File: config.mk
export PLATFORM = sky130hd
export DESIGN_NAME = fc_argmax_collector
export DESIGN_NICKNAME = d
export VERILOG_FILES = /design/src/rtl/fc_argmax_collector.sv
export SDC_FILE = /design/constraint.sdc
export NUM_CORES = 1
export LEC_CHECK = 0
export ABC_CLOCK_PERIOD_IN_PS = 5800
export BUFFER_PORTS_ARGS = -buffer_cell sky130_fd_sc_hd__buf_2
export CORE_MARGIN = 4
export CORE_UTILIZATION = 35
export CTS_BUF_LIST = sky130_fd_sc_hd__clkbuf_8
export CTS_CLUSTER_DIAMETER = 50
export CTS_CLUSTER_SIZE = 12
export DETAILED_ROUTE_END_ITERATION = 10
export GPL_TIMING_DRIVEN = 0
export PLACE_DENSITY_LB_ADDON = 0.08
export SETUP_SLACK_MARGIN = 0.5
export SKIP_LAST_GASP = 1
export SYNTH_ARGS = -nofsm -noshare
export SYNTH_HDL_FRONTEND = slang
export SYNTH_SLANG_ARGS = --single-unit
File: constraint.sdc
create_clock -name clk_i -period 5.8 [get_ports clk_i]
set_input_delay 0.29 -clock clk_i [delete_from_list [all_inputs] [get_ports clk_i]]
set_output_delay 0.29 -clock clk_i [all_outputs]
set_load 0.005 [all_outputs]
File: src/rtl/fc_argmax_collector.sv
// Captures one frame of signed logits, tracks the running argmax and
// presents it on a valid/ready port, with registered per-logit readback.
module fc_argmax_collector #(
    parameter int N_OUT  = 10,
    parameter int DATA_W = 32,
    parameter int IDX_W  = 4
) (
    input  logic              clk_i,
    input  logic              rst_i,
    input  logic              start_i,
    input  logic              in_en_i,
    input  logic [DATA_W-1:0] in_data_i,
    output logic              res_valid_o,
    input  logic              res_ready_i,
    output logic [IDX_W-1:0]  res_idx_o,
    output logic [DATA_W-1:0] res_max_o,
    output logic              busy_o,
    output logic              err_o,
    input  logic [IDX_W-1:0]  rd_addr_i,
    output logic [DATA_W-1:0] rd_data_o
);

    typedef enum logic [1:0] {
        IDLE    = 2'd0,
        COLLECT = 2'd1,
        RESULT  = 2'd2
    } state_t;

    localparam logic [IDX_W-1:0] LAST  = IDX_W'(N_OUT - 1);
    localparam logic [IDX_W:0]   DEPTH = (IDX_W + 1)'(N_OUT);

    state_t            state_q;
    logic [IDX_W-1:0]  count_q;
    logic [IDX_W-1:0]  idx_q;
    logic [DATA_W-1:0] max_q;
    logic              valid_q;
    logic              err_q;
    logic [DATA_W-1:0] rd_q;
    logic [DATA_W-1:0] buf_q [N_OUT];

    logic              beat_d;
    logic              take_d;
    logic              rd_ok_d;
    logic [DATA_W-1:0] rd_d;

    // Strict compare keeps the lowest index on ties.
    always_comb begin
        beat_d  = (state_q == COLLECT) && in_en_i;
        take_d  = beat_d &&
                  ((count_q == '0) ||
                   ($signed(in_data_i) > $signed(max_q)));
        rd_ok_d = ({1'b0, rd_addr_i} < DEPTH);
        rd_d    = '0;
        if (rd_ok_d) begin
            rd_d = buf_q[rd_addr_i];
        end
    end

    always_ff @(posedge clk_i) begin
        if (rst_i) begin
            state_q <= IDLE;
            count_q <= '0;
            idx_q   <= '0;
            max_q   <= '0;
            valid_q <= 1'b0;
            err_q   <= 1'b0;
        end else begin
            case (state_q)
                IDLE: begin
                    if (start_i) begin
                        state_q <= COLLECT;
                        count_q <= '0;
                        idx_q   <= '0;
                        max_q   <= '0;
                        err_q   <= in_en_i;
                    end else if (in_en_i) begin
                        err_q <= 1'b1;
                    end
                end
                COLLECT: begin
                    if (start_i) begin
                        err_q <= 1'b1;
                    end
                    if (beat_d) begin
                        count_q <= count_q + 1'b1;
                        if (take_d) begin
                            idx_q <= count_q;
                            max_q <= in_data_i;
                        end
                        if (count_q == LAST) begin
                            state_q <= RESULT;
                            valid_q <= 1'b1;
                        end
                    end
                end
                RESULT: begin
                    if (start_i || in_en_i) begin
                        err_q <= 1'b1;
                    end
                    if (res_ready_i) begin
                        state_q <= IDLE;
                        valid_q <= 1'b0;
                    end
                end
                default: begin
                    state_q <= IDLE;
                    valid_q <= 1'b0;
                end
            endcase
        end
    end

    // Buffer is deliberately not reset; stale logits stay readable.
    always_ff @(posedge clk_i) begin
        if (!rst_i && beat_d) begin
            buf_q[count_q] <= in_data_i;
        end
    end

    always_ff @(posedge clk_i) begin
        if (rst_i) begin
            rd_q <= '0;
        end else begin
            rd_q <= rd_d;
        end
    end

    assign res_valid_o = valid_q;
    assign res_idx_o   = idx_q;
    assign res_max_o   = max_q;
    assign busy_o      = (state_q != IDLE);
    assign err_o       = err_q;
    assign rd_data_o   = rd_q;

endmodule

=== After elaboration in Yosys (flattened, before gate mapping) ===
Memories as Yosys holds them, arrays and structs flattened. A register that Yosys moved wholly into a read port is not among the register bits.
Cells that the tools add are included.

* Bits in registers: 44
* Latch bits: 0
* Bits in writable memories: 320
* ROM bits: 0
* Bits of input ports: 41
* Output and inout bits: 71
* Logic and storage cells: 66
* Memories kept: 1

* $add $sub $neg: 1
* Multipliers: 0
* Divide/modulo/power cells: 0
* Order comparisons: 2
* Equal/unequal tests: 11
* Shifts and indexed selects: 0
* Muxes and demuxes: 26
* Bitwise operators: 2
* Reductions and logical operators: 17

{| class="wikitable"
|+ Memories
! name !! words !! width !! rd ports !! clocked after Yosys merged registers in !! write ports !! RTL line !! text
|-
| buf_q || 10 || 32 || 1 || 1 || 1 || 39 || <nowiki>logic [DATA_W-1:0] buf_q [N_OUT];</nowiki>
|}

{| class="wikitable"
|+ Operator list
! kind !! number
|-
| 32-bit two-way mux || 3
|-
| 32-bit one-hot mux with 2 select lines || 1
|-
| 32-bit greater-than comparator || 1
|-
| 4-bit two-way mux || 4
|-
| 4-bit one-hot mux with 2 select lines || 2
|-
| 4-bit AND reduction || 4
|-
| 2-bit != test (second input constant) || 6
|-
| 1-bit two-way mux || 9
|-
| 2-bit two-way mux || 4
|-
| 1-bit one-hot mux with 3 select lines || 2
|-
| 2-bit one-hot mux with 3 select lines || 1
|-
| 4-bit by 1-bit adder with 4-bit output (second input constant) || 1
|-
| 4-bit == test (second input constant) || 1
|-
| 4-bit zero test || 1
|-
| 4-bit less-than comparator (second input constant) || 1
|-
| 2-bit nonzero test || 2
|-
| 1-bit logical AND || 3
|-
| 3-bit != test (second input constant) || 1
|-
| 3-bit AND reduction || 1
|-
| 3-bit nonzero test || 1
|-
| 2-bit by 1-bit == test with 1-bit output (second input constant) || 1
|-
| 2-bit == test (second input constant) || 1
|-
| 2-bit zero test || 1
|-
| 1-bit logical OR || 2
|-
| 4 further kinds || 5
|}

=== Longest topological paths before layout ===
* Depth after elaboration: 6
* Depth in mapped cells: 11
* Mapped depth without buffers: 9

=== Worst setup path after synthesis ===
OpenSTA, ideal clock, no wires.

* Path type: flip-flop to flip-flop
* Start point: reg max_q[31] (netlist: res_max_o[31])
* End point: reg idx_q[0] (netlist: res_idx_o[0])
* Setup time: 0.117 ns
* Arrival time: 2.332 ns
* Required time: 5.683 ns
* Slack: 3.351 ns
* Cell stages (with the launch flop): 12
* Path buffers: 2
* Period minus slack after synthesis: 2.449 ns
* Path through: dfxtp_1 > inv_1 > ha_1 > nand4_2 > nor4_4 > o211a_1 > o41a_2 > nor3_2 > o41a_1 > buf_6 > buf_6 > a22o_1

* Cells in the longest elaborated chain, start to end: 5

{| class="wikitable"
|+ Ends and longest elaborated chain
! what !! RTL line !! text
|-
| from (decl) || 35 || <nowiki>logic [DATA_W-1:0] max_q;</nowiki>
|-
| from (signal assigned) || 88 || <nowiki>max_q <= in_data_i;</nowiki>
|-
| 32-bit greater-than comparator || 51 || <nowiki>($signed(in_data_i) > $signed(max_q)));</nowiki>
|-
| 1-bit logical OR || 50 || <nowiki>((count_q == '0) ||</nowiki>
|-
| 1-bit logical AND || 49 || <nowiki>take_d = beat_d &&</nowiki>
|-
| 2-bit != test (no line) || - ||
|-
| 4-bit AND reduction (no line) || - ||
|-
| to (signal assigned) || 87 || <nowiki>idx_q <= count_q;</nowiki>
|-
| to (decl) || 34 || <nowiki>logic [IDX_W-1:0] idx_q;</nowiki>
|}

No other way between the ends.
A chain may end at the register's enable or synchronous reset.

=== Final worst setup path ===
* Start point: reg max_q[31] (netlist: res_max_o[31])
* End point: reg max_q[8] (netlist: res_max_o[8])

* Cells in the longest elaborated chain, start to end: 5

{| class="wikitable"
|+ Ends and longest elaborated chain
! what !! RTL line
|-
| 32-bit greater-than comparator || 51
|-
| 1-bit logical OR || 50
|-
| 1-bit logical AND || 49
|-
| 2-bit != test (no line) || -
|-
| 4-bit AND reduction (no line) || -
|}

No other way between the ends.

==> results.cfg <==
[layout]
final_cells = 1678
design_area_mm2 = 0.0182
fin_nets = 1136
fin_util = 0.420
diodes = 0
drive_above_1_share = 0.259
syn_to_final_growth_pct = 17.9
num-fill-cells = 4017

[worst_setup_path]
crit_chain = inv_1 -> ha_1 -> nand4_2 -> nor4_4 -> o211a_1 -> o41a_2 -> nor3_2 -> nor4_4 -> buf_6 -> a22o_1
critPathBufInv = 2
r2r_start = res_max_o[31]$_SDFFE_PP0P_
worstSetupPathType = register to register
crit_top_cell = nor4_4
critPathCaptureType = register
cp-start-kind = register
reg2reg_slack_ns = 2.42
path_delay_family = simple AND/OR/NAND/NOR gates
crit_path_top_delay_cell = nor4_4
reg2reg_depth = 10
path_max_fanout = 10
cp.depth = 10
cpPeakStageDelay_ns = 0.85
regToRegEndpoint = res_max_o[8]$_SDFFE_PP0P_
critical_path_required_ns = 6.35
worstPathArrival_ns = 3.93

[placed_design]
portBuffers = 107
dp_cells = 1566
place_ws_ns = 2.22
placed_cell_area_mm2 = 0.0169
place_congestion = 0.741
dp.final_hpwl_um = 25500

[synth]
synth_edf_count = 320
syn_avg_cell_area_um2 = 17.9
ys_ff_latch = 396
synth.most_common_cell = edfxtp_1
postSynthCellCount = 864
synth_area_leaders = edfxtp_1 (62%), dfxtp_1 (9.8%), mux4_2 (9.3%)
syn_area_mm2 = 0.0155
synth_fp_nets = 945
async_flop_share = 0
synth_top_area_share = 0.621
ys_warn_count = 0
yosys.area.top_type = edfxtp_1
yosys.cell_types.count = 41
synth_commonest_cells = edfxtp_1 (320), dfxtp_1 (76), a211oi_1 (67)
ys_seq_area_frac = 0.720
synthFlopType = edfxtp_1

[global_route]
grt_pass1_wl_um = 59200
use_met2 = 0.274
track_usage = 0.170
grt_max_degree = 25
grt_pass1_vias = 8770
antenna_found_initial = 0
globalRoute.busiestLayer = met2
overflow = 0
gr-usage-met1 = 0.240
global_route.usage.met3 = 0.0288

[sta]
fin_crit_sh = 0.582
slew_viol_final = 0
setup_violations = 0
worst_slack_ns = 2.42
hold_viol = 0
fin_crit_ns = 3.38
worst_pin_slew_ns = 1.13
relSlewSlack = 0.246
fin_skew_ns = 0.0258
rsz0062_at_grt = false
timing.fmax_mhz = 296
setup_tns_ns = 0
whs_ns = 0.0518

[hold_path]
worst_hold_path_type = primary input to register
whs_path_depth = 1
min_to = buf_q[2][5]$_DFFE_PP_
hp-start = in_data_i[5]

[power]
power.total_mw = 5.95
power.internal_mw = 4.46
p_comb_frac = 0.105
switching_share = 0.252
cellPowerDensity_mw_per_mm2 = 327
leakagePower_nw = 6.29
power_frac_clock = 0.365
peakVddDrop_mv = 0.137
p_switching_mw = 1.50
seqPwrFrac = 0.530

[floorplan]
initial_core_util = 0.357
die_area_mm2 = 0.0476
rows = 76
die_h_um = 218
pin_count = 112
fp.coreArea_mm2 = 0.0434
die_w_um = 218

[job]
maxCapViolCount = 0

[cts]
cts_made_buffers = 48
post-cts-setup-buffer-count = 0
cts_tree = built
clock_sinks = 396
cts.path.max_buffers = 3
cts-htree-levels = 2
cts_resized = 0
root_buffer = clkbuf_8
cts_hold_buf = 24
cts.reportedPaths.clkPinSlew_ns = 0.08
clock_latency_ns = 0.63

[drt]
wl_per_cell_um = 23.9
first_pass_iters = 5
ant_nets = 0
drt_iter0_markers = 505
drcViolationCount = 0
via_per_inst = 4.99
wirelength_um = 40200
vias = 8366

[run_status]
status = finished, final reports clean
## cell type report
cell class                      count  area [µm²]  area share
Buffer                             45         229      0.0126
Tap cell                          585         732      0.0402
Inverter                           38         143     0.00783
Clock buffer                       50         688      0.0378
Multi-Input combinational cell    385        3970       0.218
Clock inverter                     38         354      0.0194
Sequential cell                   396       11100       0.611
Timing Repair Buffer              141         976      0.0535
## power groups by stage
stage / clock network [mW] / registers (mW) / logic (mW)
finish: 2.17 / 3.16 / 0.624
global route: 2.36 / 3.16 / 0.690
global placement: 0 / 3.22 / 0.617
floorplan: 0 / 3.22 / 0.366
CTS: 2.25 / 3.16 / 0.635
detailed placement: 0 / 3.22 / 0.620
## worst reg2reg max path, cell delays in order, from the launching register on
cell,delay [ns]
dfxtp_1,0.38
inv_1,0.06
ha_1,0.33
nand4_2,0.19
nor4_4,0.52
o211a_1,0.26
o41a_2,0.21
nor3_2,0.08
nor4_4,0.85
buf_6,0.28
a22o_1,0.16
## sequential cells by signal (all words and copies together), names as in the netlist
register	flops
buf_q	320
rd_data_o	32
res_max_o	32
count_q	4
res_idx_o	4
state_q	2
err_o	1
res_valid_o	1
## cell usage in the layout, fill, tap and decap left out, types with 32 or more instances in the layout
cell	synthesis	final
clkbuf_8	0	50
inv_1	38	49
a22o_1	36	36
edfxtp_1	320	320
buf_2	6	113
a211oi_1	67	67
ha_1	40	40
nor2b_1	36	36
mux4_2	64	64
dfxtp_1	76	76
mux2i_1	32	32
## kinds of logic after synthesis
kind of cell / synth area share
flip-flops: 0.720
AO/OA/AOI/OAI: 0.0685
AND/OR/NAND/NOR: 0.0402
multiplexers: 0.114
buffers and inverters: 0.0240
adder cells (fa/ha/maj): 0.0324
XOR/XNOR: 0.00113
## per-layer routing
| metal | wire length (µm) | share of wire |
|---|---|---|
| met1 | 18700 | 0.47 |
| met2 | 19200 | 0.48 |
| met3 | 1490 | 0.037 |
| met4 | 793 | 0.020 |
| met5 | 0 | 0 |
## how the worst max path moves through the flow
stage,from,end
floorplan,res_max_o[31]$_SDFFE_PP0P_,res_idx_o[0]$_SDFFE_PP0P_
global placement,in_en_i,buf_q[6][10]$_DFFE_PP_
detailed placement,in_data_i[31],res_max_o[8]$_SDFFE_PP0P_
CTS,res_max_o[31]$_SDFFE_PP0P_,res_max_o[14]$_SDFFE_PP0P_
global route,res_max_o[31]$_SDFFE_PP0P_,res_max_o[10]$_SDFFE_PP0P_
finish,res_max_o[31]$_SDFFE_PP0P_,res_max_o[8]$_SDFFE_PP0P_
Note: power is estimated with default switching activity, not from simulation.
